<file path="src/rtl/input_debouncer_pkg.sv">
// Shared constants and helpers for the input debouncer.
// Tick rate and prescaler sizing live here.
package input_debouncer_pkg;

  localparam int TICK_HZ = 1000;

  function automatic int tick_cycles(input int clk_hz);
    int n;
    n = clk_hz / TICK_HZ;
    return (n < 1) ? 1 : n;
  endfunction

endpackage

</file>
<file path="src/rtl/debounce_bit.sv">
// One debounced input: 2-flop sync, stability counter,
// debounced level and registered edge pulses.
module debounce_bit
  import input_debouncer_pkg::*;
#(
  parameter int STABLE_TICKS = 10
) (
  input  logic clk,
  input  logic rstn,
  input  logic raw,
  input  logic tick,
  output logic state,
  output logic rise,
  output logic fall,
  output logic flip
);

  localparam int CW = $clog2(STABLE_TICKS + 1);

  logic [1:0]    sync_q;
  logic          sync;
  logic [CW-1:0] cnt;
  logic          state_q;

  assign sync = sync_q[1];
  // High on the cycle the edge pulses are being registered
  assign flip = state ^ state_q;

  always_ff @(posedge clk) begin
    if (!rstn) begin
      sync_q  <= '0;
      cnt     <= '0;
      state   <= 1'b0;
      state_q <= 1'b0;
      rise    <= 1'b0;
      fall    <= 1'b0;
    end else begin
      sync_q  <= {sync_q[0], raw};
      state_q <= state;
      rise    <= state & ~state_q;
      fall    <= ~state & state_q;
      if (sync == state) begin
        cnt <= '0;
      end else if (tick) begin
        if (cnt == CW'(STABLE_TICKS - 1)) begin
          state <= sync;
          cnt   <= '0;
        end else begin
          cnt <= cnt + 1'b1;
        end
      end
    end
  end

endmodule

</file>
<file path="src/rtl/input_debouncer.sv">
// Debouncer for board switches/buttons: shared 1 ms
// prescaler, per-bit debounce, sticky flags and irq.
module input_debouncer
  import input_debouncer_pkg::*;
#(
  parameter int WIDTH        = 21,
  parameter int CLK_FREQ_HZ  = 50_000_000,
  parameter int STABLE_TICKS = 10
) (
  input  logic             clk,
  input  logic             rstn,
  input  logic [WIDTH-1:0] i_raw,
  input  logic [WIDTH-1:0] i_clr,
  output logic [WIDTH-1:0] o_state,
  output logic [WIDTH-1:0] o_rise,
  output logic [WIDTH-1:0] o_fall,
  output logic [WIDTH-1:0] o_event,
  output logic             o_irq
);

  localparam int TC = tick_cycles(CLK_FREQ_HZ);
  localparam int PW = (TC > 1) ? $clog2(TC) : 1;

  logic [PW-1:0]    pcnt;
  logic             tick;
  logic [WIDTH-1:0] flip;

  assign tick = (pcnt == PW'(TC - 1));

  always_ff @(posedge clk) begin
    if (!rstn) begin
      pcnt <= '0;
    end else if (tick) begin
      pcnt <= '0;
    end else begin
      pcnt <= pcnt + 1'b1;
    end
  end

  for (genvar i = 0; i < WIDTH; i++) begin : g_bit
    debounce_bit #(
      .STABLE_TICKS(STABLE_TICKS)
    ) u_bit (
      .clk  (clk),
      .rstn (rstn),
      .raw  (i_raw[i]),
      .tick (tick),
      .state(o_state[i]),
      .rise (o_rise[i]),
      .fall (o_fall[i]),
      .flip (flip[i])
    );
  end

  // A new edge beats a clear arriving on the same cycle
  always_ff @(posedge clk) begin
    if (!rstn) begin
      o_event <= '0;
      o_irq   <= 1'b0;
    end else begin
      o_event <= flip | (o_event & ~i_clr);
      o_irq   <= |o_event;
    end
  end

endmodule

</file>
<file path="config.mk">
export PLATFORM = sky130hd
export DESIGN_NAME = input_debouncer
export DESIGN_NICKNAME = d
export VERILOG_FILES = /design/src/rtl/input_debouncer_pkg.sv /design/src/rtl/debounce_bit.sv /design/src/rtl/input_debouncer.sv
export SDC_FILE = /design/constraint.sdc
export NUM_CORES = 1
export LEC_CHECK = 0
export ABC_AREA = 1
export CELL_PAD_IN_SITES_DETAIL_PLACEMENT = 0
export CELL_PAD_IN_SITES_GLOBAL_PLACEMENT = 1
export CORE_MARGIN = 10
export CORE_UTILIZATION = 44
export CTS_CLUSTER_DIAMETER = 40
export DETAILED_ROUTE_END_ITERATION = 12
export PLACE_DENSITY_LB_ADDON = 0.1
export SLEW_MARGIN = 10
export SYNTH_ARGS = -nofsm -noshare
export SYNTH_HDL_FRONTEND = slang
export SYNTH_SLANG_ARGS = --single-unit
export TNS_END_PERCENT = 30
</file>
<file path="constraint.sdc">
create_clock -name clk -period 2.75 [get_ports clk]
set_clock_uncertainty 0.2 [all_clocks]
set_input_delay 0.55 -clock clk [delete_from_list [all_inputs] [get_ports clk]]
set_output_delay 0.55 -clock clk [all_outputs]
set_load 0.01 [all_outputs]
</file>
==> flow_metrics.py, run 1 <==
metrics = {
    "setup_path": {
        "path_max_fanout": 6,
        "cp_top_family": "buffers and inverters",
        "regToRegSetupSlack_ns": 0.60,
        "critPathLaunchType": "flip-flop",
        "worstPathArrival_ns": 1.57,
        "critPathBufInv": 1,
        "reg2regPathDepth": 8,
        "r2r_start": "pcnt[0]",
        "cp.required_ns": 2.00,
        "cp-end-kind": "primary output",
        "crit_chain": "clkdlybuf4s50_1",
        "crit-reg2reg-capture": "g_bit[16].u_bit.cnt[1]",
        "max_stage_delay_ns": 0.60,
        "crit_type": "reg2out",
        "critical_path.slowest_cell": "clkdlybuf4s50_1",
    },
    "hold_path": {
        "min_to": "g_bit[6].u_bit.sync_q[1]",
        "min_path_cells": 2,
        "hold_path_class": "reg2reg",
        "min_from": "g_bit[6].u_bit.sync_q[0]",
    },
    "grt": {
        "grt_overflow": 0,
        "track_usage_pct": 15.5,
        "grt_pass1_wl_um": 43000,
        "antenna_found_initial": 0,
        "grt_max_degree": 128,
        "grt_pass1_vias": 8767,
    },
    "outcome": {
        "status": "finished clean",
    },
    "clock_network": {
        "cts_setup_buffers": 0,
        "path_clk_slew_ns": 0.05,
        "cts_buffers": 40,
        "htree_levels": 2,
        "ctsHoldBuffers": 0,
        "clockRootBuffer": "clkbuf_16",
        "clock_sinks": 248,
        "cts_buffer_depth": 3,
        "cts_tree": "built",
        "cts_resized": 0,
        "clock_latency_ns": 0.52,
    },
    "sta": {
        "max_freq_ghz": 0.432,
        "finalHoldViolCount": 0,
        "tightest_slew_ns": 0.714,
        "drv_slew": 0,
        "period_share_pct": 84.2,
        "slew_headroom_pct": 51.9,
        "rsz0062_at_grt": "false",
        "min_period_ns": 2.32,
        "fin_setup_tns_ns": 0,
        "hold_slack_ns": 0.206,
        "setup_viol": 0,
    },
    "floorplanning": {
        "fp.coreArea_mm2": 0.0253,
        "fp.dieArea_mm2": 0.0327,
        "rows": 58,
        "die-height_um": 181,
        "die_width_um": 181,
        "initial_core_util_pct": 44.9,
        "io_pins": 129,
    },
    "synthesis": {
        "yosysTopAreaCell": "dfxtp_1",
        "synth_edf_count": 0,
        "synth_common_cells": "nand2_1, inv_1, dfxtp_1, nor2_1, a21oi_1",
        "ys_ff_latch": 248,
        "syn_avg_cell_area_um2": 7.37,
        "syn_nets": 1629,
        "syn_area_mm2": 0.0114,
        "yosysMostFrequentCell": "nand2_1",
        "synth_cells": 1542,
        "yosysTopAreaCellShare_pct": 43.7,
        "synthArstFlopShare_pct": 0,
        "ys.flop_type": "dfxtp_1",
        "synth_area_leaders": "dfxtp_1, nand2_1, inv_1, nor2_1, ha_1",
        "yosysSeqAreaShare_pct": 43.7,
        "yosys_warnings": 0,
        "synth_cell_types": 38,
    },
    "routing": {
        "drtAntennaViolNets": 0,
        "drt-initial-drc-count": 333,
        "via_count": 9103,
        "firstDrtPassIters": 5,
        "wl_per_cell_um": 13.1,
        "wirelength_um": 25800,
        "drc": 0,
        "routed_via_density": 4.60,
    },
    "pwr": {
        "intPower_mw": 7.19,
        "vdd_drop_max_mv": 0.420,
        "sequentialPowerShare_pct": 40.3,
        "power.density_mw_per_mm2": 655,
        "power.clock.fraction_pct": 57.7,
        "pwr-share-comb_pct": 2.0,
        "total_leakage_power_nw": 6.24,
        "p_sw_mw": 1.85,
        "switching_share_pct": 20.5,
    },
    "layout": {
        "syn_to_final_growth_pct": 21.5,
        "drive_above_1_share_pct": 6.98,
        "antenna_cells": 0,
        "final_util_pct": 54.5,
        "nNetsFinal": 1705,
    },
    "run": {
        "cap_viol_max_count": 0,
    },
    "place": {
        "io_buffers": 128,
        "finalWeightedCongestion": 0.795,
        "dp.final_hpwl_um": 17500,
    },
}
==> power by group through the flow <==
| stage | registers, mW | clock network [mW] | logic [mW] |
|---|---|---|---|
| finish | 3.65 | 5.21 | 0.179 |
| global route | 3.65 | 5.52 | 0.201 |
| CTS | 3.65 | 5.35 | 0.184 |
| detailed placement | 3.72 | 0 | 0.182 |
| global placement | 3.72 | 0 | 0.182 |
| floorplan | 3.72 | 0 | 0.0900 |
==> registers in the layout, indices dropped and copies added (netlist names) <==
signal,count
g_bit.u_bit.cnt,84
g_bit.u_bit.fall,21
g_bit.u_bit.rise,21
g_bit.u_bit.state,21
g_bit.u_bit.state_q,21
g_bit.u_bit.sync_q,42
o_event,21
o_irq,1
pcnt,16
==> cells in the final DEF, fill, tap and decap left out, drive strengths merged <==
cell type	instances
nor3	8
xor2	15
buf	11
xnor2	23
a21oi	91
o21ai	36
bufinv	7
clkdlybuf4s50	127
inv	284
o21a	18
nor2	191
a21o	1
nand3	85
clkbuf	47
dfxtp	248
clkinv	14
clkinvlp	5
ha	43
nand3b	1
nand2	345
nand4	45
or2	3
==> area by class of cell <==
cell class              count  area (µm²)
fillers                  2465       11500
clock buffers              47        1080
flip-flops and latches    248        4960
repair buffers            138        1380
multi-input cells         905        4560
inverters                 285        1080
well taps                 330         413
clock inverters            25         339
==> through the flow <==
stage / power (mW) / cell area [µm²] / std cells / setup WS [ns]
final: 9.04 / 13800 / 1978 / 0.435
after global placement: 3.90 / 12400 / 1906 / 0.666
after floorplan: 3.81 / 11400 / 1542 / 1.12
after detailed placement: 3.90 / 12400 / 1906 / 0.607
after CTS: 9.17 / 13800 / 1978 / 0.381
after global routing: 9.37 / 13800 / 1978 / 0.336
==> worst max path at each step <==
stage,from,endpoint,slack (ns),cells past startpoint
global route,g_bit[11].u_bit.state,o_state[11],0.34,1
CTS,g_bit[0].u_bit.state,o_state[0],0.38,1
finish,g_bit[0].u_bit.state,o_state[0],0.43,1
detailed placement,pcnt[0],g_bit[2].u_bit.cnt[2],0.61,7
global placement,pcnt[0],g_bit[0].u_bit.cnt[2],0.67,7
floorplan,pcnt[0],g_bit[1].u_bit.state,1.12,8
==> per-layer routing <==
layer / GRT usage (%) / share of wire, % / wire [µm]
met4: 4.23 / 1.4 / 369
met5: 0 / 0 / 0
met2: 23.8 / 43 / 11000
met3: 5.29 / 7.8 / 2010
met1: 20.1 / 48 / 12400
==> cell families (layout without fill, tap and decap cells) <==
kind of cell | after synthesis | count (layout) | synth area share (%)
AO/OA/AOI/OAI | 146 | 146 | 7.18
XOR/XNOR | 38 | 38 | 2.93
adder cells (fa/ha/maj) | 43 | 43 | 4.73
buffers and inverters | 389 | 495 | 16.2
flip-flops | 248 | 248 | 43.7
AND/OR/NAND/NOR | 678 | 678 | 25.2
(Power assumes the default switching activity.)
==> run 2: changes to the inputs <==
--- a/config.mk
+++ b/config.mk
@@ -9,7 +9,7 @@
 export CELL_PAD_IN_SITES_DETAIL_PLACEMENT = 0
 export CELL_PAD_IN_SITES_GLOBAL_PLACEMENT = 1
 export CORE_MARGIN = 10
-export CORE_UTILIZATION = 44
+export CORE_UTILIZATION = 37
 export CTS_CLUSTER_DIAMETER = 40
 export DETAILED_ROUTE_END_ITERATION = 12
 export PLACE_DENSITY_LB_ADDON = 0.1
==> constraint.sdc (replaced) <==
create_clock -name clk -period 2 [get_ports clk]
set_clock_uncertainty 0.2 [all_clocks]
set_input_delay 0.4 -clock clk [delete_from_list [all_inputs] [get_ports clk]]
set_output_delay 0.4 -clock clk [all_outputs]
set_load 0.01 [all_outputs]
==> flow_metrics.py, run 2 (synthesized netlist as in run 1, its figures left out) <==
metrics = {
    "setup_path": {
        "critical_path.slowest_cell": "clkdlybuf4s50_1",
        "reg2regPathDepth": 7,
        "path_max_fanout": 1,
        "cp.required_ns": 1.40,
        "critPathBufInv": 1,
        "crit_chain": "clkdlybuf4s50_1",
        "cp_top_family": "buffers and inverters",
        "crit_type": "reg2out",
        "cp-end-kind": "primary output",
        "worstPathArrival_ns": 1.36,
        "cp_num_cells": 1,
        "max_stage_delay_ns": 0.55,
        "critPathLaunchType": "flip-flop",
    },
    "routing": {
        "wl_per_cell_um": 13.4,
        "routed_via_density": 4.44,
        "wirelength_um": 27800,
        "drc": 0,
        "drtAntennaViolNets": 0,
        "via_count": 9203,
        "firstDrtPassIters": 4,
        "drt-initial-drc-count": 430,
    },
    "clock_network": {
        "clock_sinks": 248,
        "htree_levels": 2,
        "cts_tree": "built",
        "cts_buffer_depth": 3,
        "clock_latency_ns": 0.52,
        "clockRootBuffer": "clkbuf_16",
        "ctsHoldBuffers": 0,
        "path_clk_slew_ns": 0.05,
        "cts_buffers": 42,
    },
    "sta": {
        "min_period_ns": 1.96,
        "worst_slack_ns": 0.0417,
        "rsz0062_at_grt": "false",
        "period_share_pct": 97.9,
        "finalHoldViolCount": 0,
        "tightest_slew_ns": 0.945,
        "setup_viol": 0,
        "slew_headroom_pct": 36.3,
        "drv_slew": 0,
        "fin_setup_tns_ns": 0,
        "max_freq_ghz": 0.511,
    },
    "pwr": {
        "vdd_drop_max_mv": 0.588,
        "finalPower_mw": 12.3,
        "power.density_mw_per_mm2": 870,
        "total_leakage_power_nw": 6.97,
    },
    "grt": {
        "grt_max_degree": 128,
        "grt_pass1_vias": 9069,
        "grt_pass1_wl_um": 45900,
        "grt_overflow": 0,
        "antenna_found_initial": 0,
        "track_usage_pct": 14.4,
    },
    "floorplanning": {
        "die-height_um": 195,
        "io_pins": 129,
        "die_width_um": 195,
        "initial_core_util_pct": 37.3,
        "rows": 64,
        "fp.dieArea_mm2": 0.0381,
        "fp.coreArea_mm2": 0.0304,
    },
    "place": {
        "finalWeightedCongestion": 0.804,
        "dp.final_hpwl_um": 19800,
        "dp_slack_ns": 0.115,
        "place_area_mm2": 0.0127,
        "io_buffers": 128,
    },
    "hold_path": {
        "min_path_cells": 2,
        "hold_path_class": "reg2reg",
    },
    "layout": {
        "nNetsFinal": 1730,
        "largest_reg_flops": 84,
        "final_common_cell": "nand2_1",
        "reg_top3": "g_bit.u_bit.cnt x84, g_bit.u_bit.sync_q x42",
        "antenna_cells": 0,
        "num-fill-cells": 3129,
        "final_area_mm2": 0.0141,
        "drive_above_1_share_pct": 8.96,
        "final_cell_mix": "nand2_1, inv_1, dfxtp_1",
        "syn_to_final_growth_pct": 24.1,
        "regMostFlops": "g_bit.u_bit.cnt",
    },
    "outcome": {
        "status": "finished clean",
    },
    "run": {
        "cap_viol_max_count": 0,
    },
}
## run 2: cell types whose count changed in the layout (fill, tap and decap cells not counted), moves of 7 or more
cell | before | now
dlygate4sd2_1 | 0 | 49
buf_4 | 9 | 27
dfxtp_1 | 248 | 240
clkdlybuf4s50_1 | 127 | 58
dlymetal6s2s_1 | 0 | 20
inv_6 | 2 | 9
dfxtp_2 | 0 | 8
## run 2: routing by layer
| layer | global-route usage (%) | vias up | share of wire, % |
|---|---|---|---|
| li1 | - | 4861 | - |
| met5 | 0 | - | 0 |
| met3 | 3.97 | 47 | 5.7 |
| met4 | 4.30 | 0 | 2.2 |
| met2 | 23.1 | 147 | 44 |
| met1 | 18.5 | 4148 | 48 |
## run 2: what timing repair did
action                                  in CTS  in global routing
gates cloned                                 0                  0
endpoints found under the setup margin      49                 42
hold endpoints to repair                     0                  0
gates resized for setup                     57                 24
buffers inserted                             0                  0
## run 2: report_power, final
part	total (mW)	internal [mW]	leakage [nW]	switching, mW
Sequential	5.01	4.99	2.01	0.0216
Clock	7.00	4.44	0.667	2.56
Combinational	0.254	0.123	4.29	0.131
Total	12.3	9.56	6.97	2.71
## run 2: final timing paths
kind                             start                        end  slack, ns
max               g_bit[14].u_bit.fall                 o_fall[14]       0.04
max reg2reg                    pcnt[0]     g_bit[15].u_bit.cnt[2]       0.16
min          g_bit[10].u_bit.sync_q[0]  g_bit[10].u_bit.sync_q[1]       0.21
min reg2reg  g_bit[10].u_bit.sync_q[0]  g_bit[10].u_bit.sync_q[1]       0.21
## run 2: stage by stage
stage,cells,hold WS (ns),utilization (%)
floorplan,1542,0.190,-
global placement,1995,0.201,41.7
detailed placement,1995,0.198,41.7
CTS,2071,0.188,46.1
global route,2071,0.213,46.3
finish,2071,0.209,46.3
## run 2: area by class of cell
type	count	area, µm²	area share, %
Clock inverter	28	278	1.97
Multi-Input combinational cell	905	4560	32.4
Clock buffer	48	1110	7.91
Timing Repair Buffer	161	1590	11.3
Tap cell	396	495	3.51
Inverter	285	1080	7.67
Sequential cell	248	4970	35.3
